<file path="src/rtl/ddc_fifo_rd_sched_if.sv">
// ---------------------------------------------------------------------------
// ddc_fifo_rd_sched_if
// Framed {I,Q} sample stream from the DDC read scheduler to the packetizer.
//
// Signals:
//   m_data   2*DATA_WIDTH  sample, {I, Q}, I in the MSBs
//   m_chan   1             channel of the sample (0 = L, 1 = R)
//   m_sof    1             first sample of a frame
//   m_eof    1             last sample of a frame
//   m_valid  1             sample valid
//   m_ready  1             downstream ready
//
// Modports:
//   master   scheduler side (drives data/flags/valid, samples ready)
//   slave    packetizer side
// ---------------------------------------------------------------------------
interface ddc_fifo_rd_sched_if #(
    parameter int DATA_WIDTH = 34
);
    logic [2*DATA_WIDTH-1:0] m_data;
    logic                    m_chan;
    logic                    m_sof;
    logic                    m_eof;
    logic                    m_valid;
    logic                    m_ready;

    modport master (
        output m_data,
        output m_chan,
        output m_sof,
        output m_eof,
        output m_valid,
        input  m_ready
    );

    modport slave (
        input  m_data,
        input  m_chan,
        input  m_sof,
        input  m_eof,
        input  m_valid,
        output m_ready
    );
endinterface

</file>
<file path="src/rtl/ddc_fifo_rd_sched.sv">
// ---------------------------------------------------------------------------
// ddc_fifo_rd_sched
// Read-side scheduler for the four DDC output FIFOs (L I/Q pair, R I/Q pair).
// Drains the L and R pairs in fixed-length frames, round-robin between the
// channels, and emits one framed {I,Q} stream with a valid/ready handshake.
// At most one sample is in flight at any time.
//
// Ports:
//   rd_clk              clock, rising edge
//   rst_n               synchronous active-low reset
//   enable              run enable, sampled only between frames
//   empty_L / empty_R   empty flags of the L_I / R_I FIFOs (Q FIFOs in lockstep)
//   rd_en_L / rd_en_R   registered read strobes to the L / R FIFO pairs
//   din_L_i .. din_R_q  FIFO dout buses, valid one cycle after rd_en
//   m                   output stream (ddc_fifo_rd_sched_if.master)
//   frame_cnt           completed-frame counter, wraps at 16 bits
// ---------------------------------------------------------------------------
module ddc_fifo_rd_sched #(
    parameter int DATA_WIDTH = 34,
    parameter int FRAME_LEN  = 16
) (
    input  logic                  rd_clk,
    input  logic                  rst_n,
    input  logic                  enable,
    input  logic                  empty_L,
    input  logic                  empty_R,
    output logic                  rd_en_L,
    output logic                  rd_en_R,
    input  logic [DATA_WIDTH-1:0] din_L_i,
    input  logic [DATA_WIDTH-1:0] din_L_q,
    input  logic [DATA_WIDTH-1:0] din_R_i,
    input  logic [DATA_WIDTH-1:0] din_R_q,
    ddc_fifo_rd_sched_if.master   m,
    output logic [15:0]           frame_cnt
);

    localparam logic [15:0] LAST_IDX = 16'(FRAME_LEN - 1);

    typedef enum logic [2:0] {
        IDLE,
        ARB,
        RD,
        CAP,
        SEND
    } state_t;

    state_t      state;
    logic        last;
    logic [15:0] scnt;

    logic        other_empty;
    logic        pick_chan;
    logic        can_pick;
    logic        sel_empty;

    // Round-robin choice: prefer the channel not served last, fall back to
    // the same channel when the other one has nothing to offer.
    always_comb begin
        other_empty = last ? empty_L : empty_R;
        pick_chan   = other_empty ? last : ~last;
        can_pick    = !empty_L || !empty_R;
        sel_empty   = m.m_chan ? empty_R : empty_L;
    end

    // Main FSM. The read strobe is a register, so the decision to read is
    // taken on the edge that enters RD (and re-taken on every edge while RD
    // waits for data). RD therefore lasts exactly one cycle when the FIFO
    // has data: the cycle in which rd_en is high. A frame never changes
    // channel while waiting on an empty FIFO.
    always_ff @(posedge rd_clk) begin
        if (!rst_n) begin
            state     <= IDLE;
            last      <= 1'b1;
            scnt      <= '0;
            rd_en_L   <= 1'b0;
            rd_en_R   <= 1'b0;
            m.m_valid <= 1'b0;
            m.m_sof   <= 1'b0;
            m.m_eof   <= 1'b0;
            m.m_chan  <= 1'b0;
            m.m_data  <= '0;
            frame_cnt <= '0;
        end else begin
            case (state)
                IDLE: begin
                    if (enable) begin
                        state <= ARB;
                    end
                end

                ARB: begin
                    if (!enable) begin
                        state <= IDLE;
                    end else if (can_pick) begin
                        m.m_chan <= pick_chan;
                        scnt     <= '0;
                        rd_en_L  <= !pick_chan;
                        rd_en_R  <= pick_chan;
                        state    <= RD;
                    end
                end

                RD: begin
                    if (rd_en_L || rd_en_R) begin
                        rd_en_L <= 1'b0;
                        rd_en_R <= 1'b0;
                        state   <= CAP;
                    end else begin
                        rd_en_L <= !m.m_chan && !sel_empty;
                        rd_en_R <= m.m_chan && !sel_empty;
                    end
                end

                CAP: begin
                    m.m_data  <= m.m_chan ? {din_R_i, din_R_q} : {din_L_i, din_L_q};
                    m.m_sof   <= (scnt == 16'd0);
                    m.m_eof   <= (scnt == LAST_IDX);
                    m.m_valid <= 1'b1;
                    state     <= SEND;
                end

                SEND: begin
                    if (m.m_ready) begin
                        m.m_valid <= 1'b0;
                        if (m.m_eof) begin
                            frame_cnt <= frame_cnt + 16'd1;
                            last      <= m.m_chan;
                            state     <= ARB;
                        end else begin
                            scnt    <= scnt + 16'd1;
                            rd_en_L <= !m.m_chan && !sel_empty;
                            rd_en_R <= m.m_chan && !sel_empty;
                            state   <= RD;
                        end
                    end
                end

                default: begin
                    state <= IDLE;
                end
            endcase
        end
    end

endmodule

</file>
<file path="src/flat_wrapper.sv">
// flat-port wrapper written by rule: the top's interface ports become plain ports
module ddc_fifo_rd_sched_flat 
#(
    parameter int DATA_WIDTH = 34,
    parameter int FRAME_LEN  = 16
)
  (rd_clk, rst_n, enable, empty_L, empty_R, rd_en_L, rd_en_R, din_L_i, din_L_q, din_R_i, din_R_q, frame_cnt, m_m_data, m_m_chan, m_m_sof, m_m_eof, m_m_valid, m_m_ready);
  ddc_fifo_rd_sched_if #(.DATA_WIDTH(DATA_WIDTH)) m_i ();
  input  logic rd_clk;
  input  logic rst_n;
  input  logic enable;
  input  logic empty_L;
  input  logic empty_R;
  output logic rd_en_L;
  output logic rd_en_R;
  input  logic [DATA_WIDTH-1:0] din_L_i;
  input  logic [DATA_WIDTH-1:0] din_L_q;
  input  logic [DATA_WIDTH-1:0] din_R_i;
  input  logic [DATA_WIDTH-1:0] din_R_q;
  output logic [15:0] frame_cnt;
  output wire logic [$bits(m_i.m_data)-1:0] m_m_data;
  output wire logic [$bits(m_i.m_chan)-1:0] m_m_chan;
  output wire logic [$bits(m_i.m_sof)-1:0] m_m_sof;
  output wire logic [$bits(m_i.m_eof)-1:0] m_m_eof;
  output wire logic [$bits(m_i.m_valid)-1:0] m_m_valid;
  input wire logic [$bits(m_i.m_ready)-1:0] m_m_ready;
  assign m_m_data = m_i.m_data;
  assign m_m_chan = m_i.m_chan;
  assign m_m_sof = m_i.m_sof;
  assign m_m_eof = m_i.m_eof;
  assign m_m_valid = m_i.m_valid;
  assign m_i.m_ready = m_m_ready;
  ddc_fifo_rd_sched #(.DATA_WIDTH(DATA_WIDTH), .FRAME_LEN(FRAME_LEN)) u_core (.rd_clk(rd_clk), .rst_n(rst_n), .enable(enable), .empty_L(empty_L), .empty_R(empty_R), .rd_en_L(rd_en_L), .rd_en_R(rd_en_R), .din_L_i(din_L_i), .din_L_q(din_L_q), .din_R_i(din_R_i), .din_R_q(din_R_q), .m(m_i), .frame_cnt(frame_cnt));
endmodule
</file>
<file path="config.mk">
export PLATFORM = sky130hd
export DESIGN_NAME = ddc_fifo_rd_sched_flat
export DESIGN_NICKNAME = d
export VERILOG_FILES = /design/src/rtl/ddc_fifo_rd_sched_if.sv /design/src/rtl/ddc_fifo_rd_sched.sv /design/src/flat_wrapper.sv
export SDC_FILE = /design/constraint.sdc
export NUM_CORES = 1
export LEC_CHECK = 0
export ABC_CLOCK_PERIOD_IN_PS = 3170
export BUFFER_PORTS_ARGS = -buffer_cell sky130_fd_sc_hd__buf_2
export CORE_MARGIN = 4
export CORE_UTILIZATION = 35
export CTS_BUF_LIST = sky130_fd_sc_hd__clkbuf_4
export DETAILED_ROUTE_END_ITERATION = 8
export PLACE_DENSITY = 0.68
export SLEW_MARGIN = 20
export SYNTH_ARGS = -nofsm -noshare
export SYNTH_HDL_FRONTEND = slang
export SYNTH_SLANG_ARGS = --single-unit
</file>
<file path="constraint.sdc">
create_clock -name rd_clk -period 3.17 [get_ports rd_clk]
set_clock_uncertainty 0.1 [all_clocks]
set_input_delay 0.317 -clock rd_clk [delete_from_list [all_inputs] [get_ports rd_clk]]
set_output_delay 0.317 -clock rd_clk [all_outputs]
set_load 0.02 [all_outputs]
</file>
# Yosys cells after proc, flatten, opt, wreduce, memory -nomap -nowiden
# Cells that the tools add are included.
# totals
register_bits,110
latch_bits,0
ramBits,0
rom_bits,0
input_bits,142
out_inout_bits,90
elab_cells,76
n_memories,0
# op_classes
add_sub_neg,2
n_mul,0
div_mod_pow,0
magnitude_cmp,0
eq_ne,12
shift,0
muxes,30
bitwise_logic,1
n_reduce_logical,20
# op_table
cell,n
$mux W68,1
$mux W16,4
$add A16 B1 Y16 const B,2
$pmux W16 S2,1
$eq A16 B4 Y1 const B,1
$logic_not A16 Y1,1
$mux W3,5
$pmux W3 S5,1
$mux W1,14
$reduce_and A5 Y1,2
$ne A2 B2 Y1 const B,4
$eq A3 B2 Y1 const B,2
$pmux W1 S3,2
$reduce_and A3 Y1,2
$logic_not A1 Y1,5
$ne A2 B1 Y1 const B,2
$reduce_and A4 Y1,1
$reduce_bool A2 Y1,2
$eq A3 B1 Y1 const B,1
$eq A3 B3 Y1 const B,1
$logic_not A3 Y1,1
$ne A3 B2 Y1 const B,1
$reduce_bool A3 Y1,1
$logic_and A1 B1 Y1,2
other kinds (5),6

# Depth between registers and ports, before layout
# Gate-level depths: netlist of the first run.
# logic_depth
depth_word,6
mapped_depth,7
ltp_nobuf,5

# Worst setup path before layout of the first run
# Ideal clock, no wire load.
# synth_path
kind,register to register
from,reg u_core.m.m_eof
to,reg u_core.frame_cnt[13]
setup_time_ns,0.070
arrival_time_ns,1.634
path_slack_ns,1.365
stages_incl_launch_ff,6
path_buffers,1
synth_period_minus_slack_ns,1.805
cell_sequence,dfxtp_1 clkbuf_2 nand4_1 or3_4 or3_1 a21oi_1
# synth_via
elab_chain_len,1
# synth_lines
item,line_no,text
"start, declared",ddc_fifo_rd_sched_if.sv:31,"output m_eof,"
"start signal, assigned",ddc_fifo_rd_sched.sv:117,m.m_eof <= (scnt == LAST_IDX);
$reduce_and A3 Y1 (no line),n/a,
"end signal, assigned",ddc_fifo_rd_sched.sv:126,frame_cnt <= frame_cnt + 16'd1;
"end, declared",ddc_fifo_rd_sched.sv:34,output logic [15:0] frame_cnt
# No other way between the ends.
# A chain may end at the register's enable or synchronous reset.

# Worst setup path in the final report of the first run
# layout_path
from,reg u_core.m.m_chan
to,out m_m_chan
# layout_lines
item,line_no,text
"start, declared",ddc_fifo_rd_sched_if.sv:29,"output m_chan,"
"start signal, assigned",ddc_fifo_rd_sched.sv:95,m.m_chan <= pick_chan;
"end, declared",flat_wrapper.sv:22,output wire logic [$bits(m_i.m_chan)-1:0] m_m_chan;
# No word-level cell between the ends.

==> flow_summary_export.csv, run 1 <==
group,metric,value,unit
status,status,"completed",
detailed_routing,post-route-drc-count,0,
detailed_routing,drtAntennaViolNets,0,
cts,cts_tree,"yes",
power,seqPwrFrac,57.3,%
power,power.density,378,nW/µm²
floorplanning,fp.dieH,129,µm
sta,finalCritPeriodShare,75.2,%
run,timing.max_cap.violations,0,
global_route,gr-total-overflow,0,
placed_design,port_buffers,231,
critical_path,reg2reg_to,"u_core.m.m_data[64]$_SDFFE_PN0P_",
detailed_routing,routedWlPerCell,15.2,µm
critical_path,required,2.75,ns
sta,maxSlewHeadroom,34.9,%
critical_path,ff2ff_path_depth,4,
placed_design,dp.cells,931,
power,clockPowerShare,31.6,%
placed_design,hpwl,10500,µm
synthesis,syn-num-nets,704,
placed_design,gp_congestion,0.848,
detailed_routing,wirelength,14400,µm
synthesis,yosys_warnings,0,
floorplanning,die_w,129,µm
synthesis,ys.flop_type,"dfxtp_1",
sta,rsz0062_at_grt,"false",
sta,fin_crit,2.39,ns
global_route,grt_pass1_wl,22200,µm
detailed_routing,drt-vias-per-instance,5.04,
cts,clockBufferDepth,2,
cts,post_cts_buffers,0,
detailed_routing,drt_first_pass_iters,4,
power,combPwrFrac,11.0,%
synthesis,async_flop_share,0,%
cts,clock-sinks,110,
cts,postCtsResizedCells,0,
synthesis,yosysTopAreaCell,"dfxtp_1",
synthesis,netlist_area,5110,µm²
critical_path,ff2ff_setup_slack,0.84,ns
power,p_leak,0.00259,µW
critical_path,setup.worst_path.end,"m_m_chan",
synthesis,synth_edf_count,0,
final_layout,n_fill_cell,1438,
cts,cts_made_buffers,9,
critical_path,end_kind,"output port",
floorplanning,core_area,14100,µm²
floorplanning,io_pins,232,
final_layout,finalNonFillerCells,950,
cts,root_buffer,"clkbuf_4",
synthesis,postSynthCellCount,559,
sta,fin_tns_setup,0,ns
synthesis,ys_ff_latch,110,
power,power.total,2480,µW
sta,fmax,419,MHz
synthesis,yosysTopAreaCellShare,43.1,%
power,peakVddDrop,0.205,mV
synthesis,synth.area.top_cells,"dfxtp_1 43%, mux2i_1 14%, a211oi_1 10%, nor2_1 6.0%, a21oi_1 2.4%",
cts,clock_latency,0.49,ns
sta,hold_ws,0.0458,ns
cts,htreeDepth,3,
power,internal_power,1860,µW
global_route,grt_use_total,16.6,%
final_layout,synthToLayoutAreaGrowth,28.2,%
final_layout,drive_above_1_share,33.9,%
global_route,antenna_found_initial,1,
global_route,grt_pass1_vias,4399,
floorplanning,die-area,16600,µm²
worst_hold_path,hp-class,"input port to flip-flop",
sta,setup_viol,0,
power,power.share.switching,24.8,%
detailed_routing,drt_iter0_markers,227,
sta,hold_viol_final,0,
sta,final_max_slew_viol_count,0,
critical_path,crit_arrival,1.97,ns
cts,postCtsHoldBufs,1,
critical_path,worstSetupStartpoint,"u_core.m.m_chan$_SDFFE_PN0P_",
detailed_routing,dr_total_vias,4791,
critical_path,critPathLaunchType,"flip-flop",
synthesis,ys_seq_area_share,43.1,%
power,p_switching,614,µW
final_layout,fin_util,46.5,%
synthesis,synth.distinct_cells,55,
floorplanning,start_util,36.3,%
sta,worst_pin_slew,0.975,ns
cts,clkTransAtPathRegs,0.16,ns
worst_hold_path,min_path_cells,3,
synthesis,syn_avg_cell_area,9.14,µm²
floorplanning,fp-row-count,43,
final_layout,fin_nets,910,
final_layout,layout_common_cells,"231 x buf_2, 109 x dfxtp_1, 82 x nor2_1, 70 x mux2i_1, 70 x a211oi_1",
critical_path,timing.rr.start,"u_core.m.m_chan$_SDFFE_PN0P_",
final_layout,final_common_cell,"buf_2",
critical_path,critPathKind,"flip-flop to output port",
critical_path,crit_fanout,34,
global_route,grt_max_degree,137,
==> worst min path at each step <==
| stage | startpoint | end | slack [ns] |
|---|---|---|---|
| floorplan | u_core.scnt[15]$_SDFFE_PN0P_ | u_core.scnt[15]$_SDFFE_PN0P_ | 0.35 |
| global placement | u_core.frame_cnt[15]$_SDFFE_PN0P_ | u_core.frame_cnt[15]$_SDFFE_PN0P_ | 0.35 |
| detailed placement | u_core.frame_cnt[15]$_SDFFE_PN0P_ | u_core.frame_cnt[15]$_SDFFE_PN0P_ | 0.36 |
| CTS | din_L_i[3] | u_core.m.m_data[37]$_SDFFE_PN0P_ | 0.01 |
| global route | din_L_i[2] | u_core.m.m_data[36]$_SDFFE_PN0P_ | 0.004 |
| finish | din_L_i[3] | u_core.m.m_data[37]$_SDFFE_PN0P_ | 0.05 |
==> state kept, by name (all words and copies together) (netlist names), 3 cells and up <==
signal / flops
u_core.frame_cnt: 16
u_core.m.m_data: 68
u_core.scnt: 16
u_core.state: 3
==> power by group through the flow <==
stage / logic [µW] / registers, µW / clock network, µW
after floorplan: 129 / 1460 / 0
after global placement: 269 / 1450 / 0
after detailed placement: 271 / 1450 / 0
after CTS: 274 / 1420 / 818
after global routing: 301 / 1430 / 877
final: 274 / 1420 / 784
==> through the flow <==
step | setup slack [ns] | area (µm²)
3_5_place_dp | 1.08 | 6370
4_1_cts | 0.721 | 6530
6_report | 0.785 | 6560
5_1_grt | 0.652 | 6560
3_3_place_gp | 1.13 | 6370
2_1_floorplan | 1.37 | 5110
==> cell type report <==
class                   instances  area [µm²]  share of cell area (%)
diodes                          1        2.50                  0.0382
repair buffers                238        1240                    18.9
clock buffers                  11        82.6                    1.26
inverters                      15        56.3                   0.859
clock inverters                 4        72.6                    1.11
multi-input cells             391        2670                    40.7
flip-flops and latches        110        2210                    33.7
well taps                     180         225                    3.44
==> metal layers <==
metal  share of wire, %  track usage, %  vias to the layer above
li1                   -               -                     2475
met4                2.1            5.50                        0
met2                 47            25.8                      162
met1                 44            21.8                     2131
met5                  0               0                        -
met3                7.2            5.31                       23
==> Yosys cell counts, types with 6 or more instances <==
cell,number
xnor2_1,8
inv_1,13
mux2i_1,70
o31ai_1,11
a21oi_1,24
nand2_1,17
or4_1,12
nor4_1,10
a211oi_1,70
nand3_1,14
nor3_1,6
clkbuf_1,24
buf_2,14
dfxtp_1,110
nor2_1,82
nand4_1,6
or3_1,6
==> cells by family after synthesis <==
kind of cell / Yosys count / share of synthesized area, %
simple gates: 179 / 18.1
compound gates: 129 / 17.9
flops: 110 / 43.1
mux: 70 / 13.7
buf+inv: 58 / 4.77
xor+xnor: 10 / 1.71
fa+ha+maj: 3 / 0.734
==> worst max-delay path: stages (launching register included) <==
cell	delay, ns
dfxtp_4	0.75
buf_4	0.46
buf_2	0.24
(Power assumes the default switching activity.)
==> inputs of run 2 (changes only) <==
- ABC_CLOCK_PERIOD_IN_PS: 3170 -> 1950
- PLACE_DENSITY: 0.68 -> 0.7
- clock period: 3.17 -> 1.95 ns (I/O delays scaled with it)
==> flow_summary_export.csv, run 2 (synthesis results as in run 1) <==
group,metric,value,unit
status,status,"completed",
placed_design,hpwl,10600,µm
floorplanning,die_w,129,µm
detailed_routing,post-route-drc-count,0,
run,timing.max_cap.violations,0,
floorplanning,start_util,36.3,%
floorplanning,io_pins,232,
floorplanning,die-area,16600,µm²
detailed_routing,drt_first_pass_iters,5,
sta,maxSlewHeadroom,62.9,%
critical_path,required,2.21,ns
final_layout,layout_common_cells,"231 x buf_2, 129 x dlygate4sd3_1, 103 x dfxtp_1, 82 x nor2_1, 70 x mux2i_1",
critical_path,critPathLaunchType,"input port",
final_layout,drive_above_1_share,31.4,%
power,peakVddDrop,0.343,mV
detailed_routing,routedWlPerCell,15.7,µm
final_layout,reg_top3,"u_core.m.m_data (68), u_core.frame_cnt (16), u_core.scnt (16)",
floorplanning,fp.dieH,129,µm
sta,fmax,536,MHz
cts,root_buffer,"clkbuf_4",
cts,clkTransAtPathRegs,0.16,ns
critical_path,ff2ff_path_depth,4,
detailed_routing,wirelength,17200,µm
global_route,grt_pass1_wl,26200,µm
sta,worst_pin_slew,0.556,ns
detailed_routing,dr_total_vias,5482,
critical_path,crit_fanout,40,
critical_path,timing.rr.start,"u_core.m.m_chan$_SDFFE_PN0P_",
floorplanning,core_area,14100,µm²
cts,cts_made_buffers,9,
final_layout,largest_register_ffs,68,
global_route,grt_pass1_vias,5445,
global_route,grt_max_degree,68,
global_route,gr-total-overflow,0,
critical_path,crit_arrival,2.13,ns
sta,fin_tns_setup,0,ns
critical_path,critPathKind,"input port to flip-flop",
worst_hold_path,hp-class,"input port to flip-flop",
sta,fin_crit,1.87,ns
power,power.density,506,nW/µm²
sta,finalCritPeriodShare,95.7,%
critical_path,end_kind,"flip-flop",
final_layout,synthToLayoutAreaGrowth,56.1,%
sta,hold_viol_final,0,
global_route,grt_use_total,19.4,%
cts,cts_tree,"yes",
cts,clockBufferDepth,2,
detailed_routing,drt_iter0_markers,240,
placed_design,port_buffers,231,
critical_path,ff2ff_setup_slack,0.09,ns
placed_design,gp_congestion,0.825,
final_layout,final_common_cell,"buf_2",
detailed_routing,drt-vias-per-instance,5.02,
critical_path,worstSetupStartpoint,"rst_n",
detailed_routing,drtAntennaViolNets,0,
final_layout,max_flop_register,"u_core.m.m_data",
final_layout,fin_nets,1052,
sta,setup_viol,0,
sta,hold_ws,0.0146,ns
sta,rsz0062_at_grt,"false",
floorplanning,fp-row-count,43,
cts,clock_latency,0.45,ns
global_route,antenna_found_initial,0,
cts,htreeDepth,3,
sta,final_max_slew_viol_count,0,
critical_path,reg2reg_to,"u_core.m.m_data[24]$_SDFFE_PN0P_",
power,p_leak,0.00319,µW
cts,clock-sinks,110,
critical_path,setup.worst_path.end,"u_core.m.m_chan$_SDFFE_PN0P_",
[run 2: changes by cell type in the layout (fill, tap and decap cells not counted), sizes merged]
cell,previous run,this run
buf,235,250
dlygate4sd3,3,129
clkinvlp,0,1
bufinv,2,0
clkinv,2,4
inv,15,17
clkbuf,11,10
[run 2: report_power, final]
part | switching (µW) | total [µW] | internal, µW
logic | 304 | 721 | 417
registers | 21.5 | 2300 | 2280
clock network | 753 | 1020 | 265
total | 1080 | 4040 | 2960
[run 2: how the worst min path moves through the flow]
stage	from	endpoint	slack, ns	cells after the start
finish	din_L_i[6]	u_core.m.m_data[40]$_SDFFE_PN0P_	0.01	3
global route	din_L_q[12]	u_core.m.m_data[12]$_SDFFE_PN0P_	0.005	3
CTS	din_R_i[32]	u_core.m.m_data[66]$_SDFFE_PN0P_	0.003	3
detailed placement	u_core.frame_cnt[15]$_SDFFE_PN0P_	u_core.frame_cnt[15]$_SDFFE_PN0P_	0.36	2
global placement	u_core.frame_cnt[15]$_SDFFE_PN0P_	u_core.frame_cnt[15]$_SDFFE_PN0P_	0.35	2
floorplan	empty_R	u_core.m.m_chan$_SDFFE_PN0P_	0.28	3
[run 2: cell type report]
cell class	count	area (µm²)
Clock buffer	9	67.6
Multi-Input combinational cell	391	2680
Antenna cell	1	2.50
Fill cell	1232	6120
Inverter	15	56.3
Timing Repair Buffer	380	2690
Clock inverter	7	46.3
Tap cell	180	225
Sequential cell	110	2210
[run 2: critical path, cell delays in order]
cell and delay [ns]:
dlygate4sd3_1 0.56, buf_2 0.22, inv_2 0.11, buf_4 0.39
a21oi_1 0.08, dlygate4sd3_1 0.57
[run 2: stage by stage]
step / total power [µW] / util [%] / cells / cell area [µm²] / setup WS, ns
final: 4040 / 56.6 / 1093 / 7980 / 0.0830
after global routing: 4250 / 56.6 / 1092 / 7980 / 0.00694
after CTS: 4060 / 56.1 / 1091 / 7910 / 0.0224
after detailed placement: 2820 / 46.1 / 946 / 6500 / 0.0657
after global placement: 2810 / 46.1 / 946 / 6500 / 0.133
after floorplan: 2580 / - / 559 / 5110 / 0.145
[run 2: timing repair]
action	4_1_cts	5_1_grt
hold buffers	129	0
gates resized for setup	0	15
buffers inserted	0	0
hold endpoints to repair	72	0
endpoints found under the setup margin	0	30
[run 2: per-layer routing]
metal / vias to the layer above / part of all wire [%] / track usage [%]
met2: 200 / 49 / 33.0
met5: - / 0 / 0
li1: 2760 / - / -
met1: 2490 / 40 / 23.1
met4: 0 / 2.6 / 7.84
met3: 32 / 8.2 / 5.15
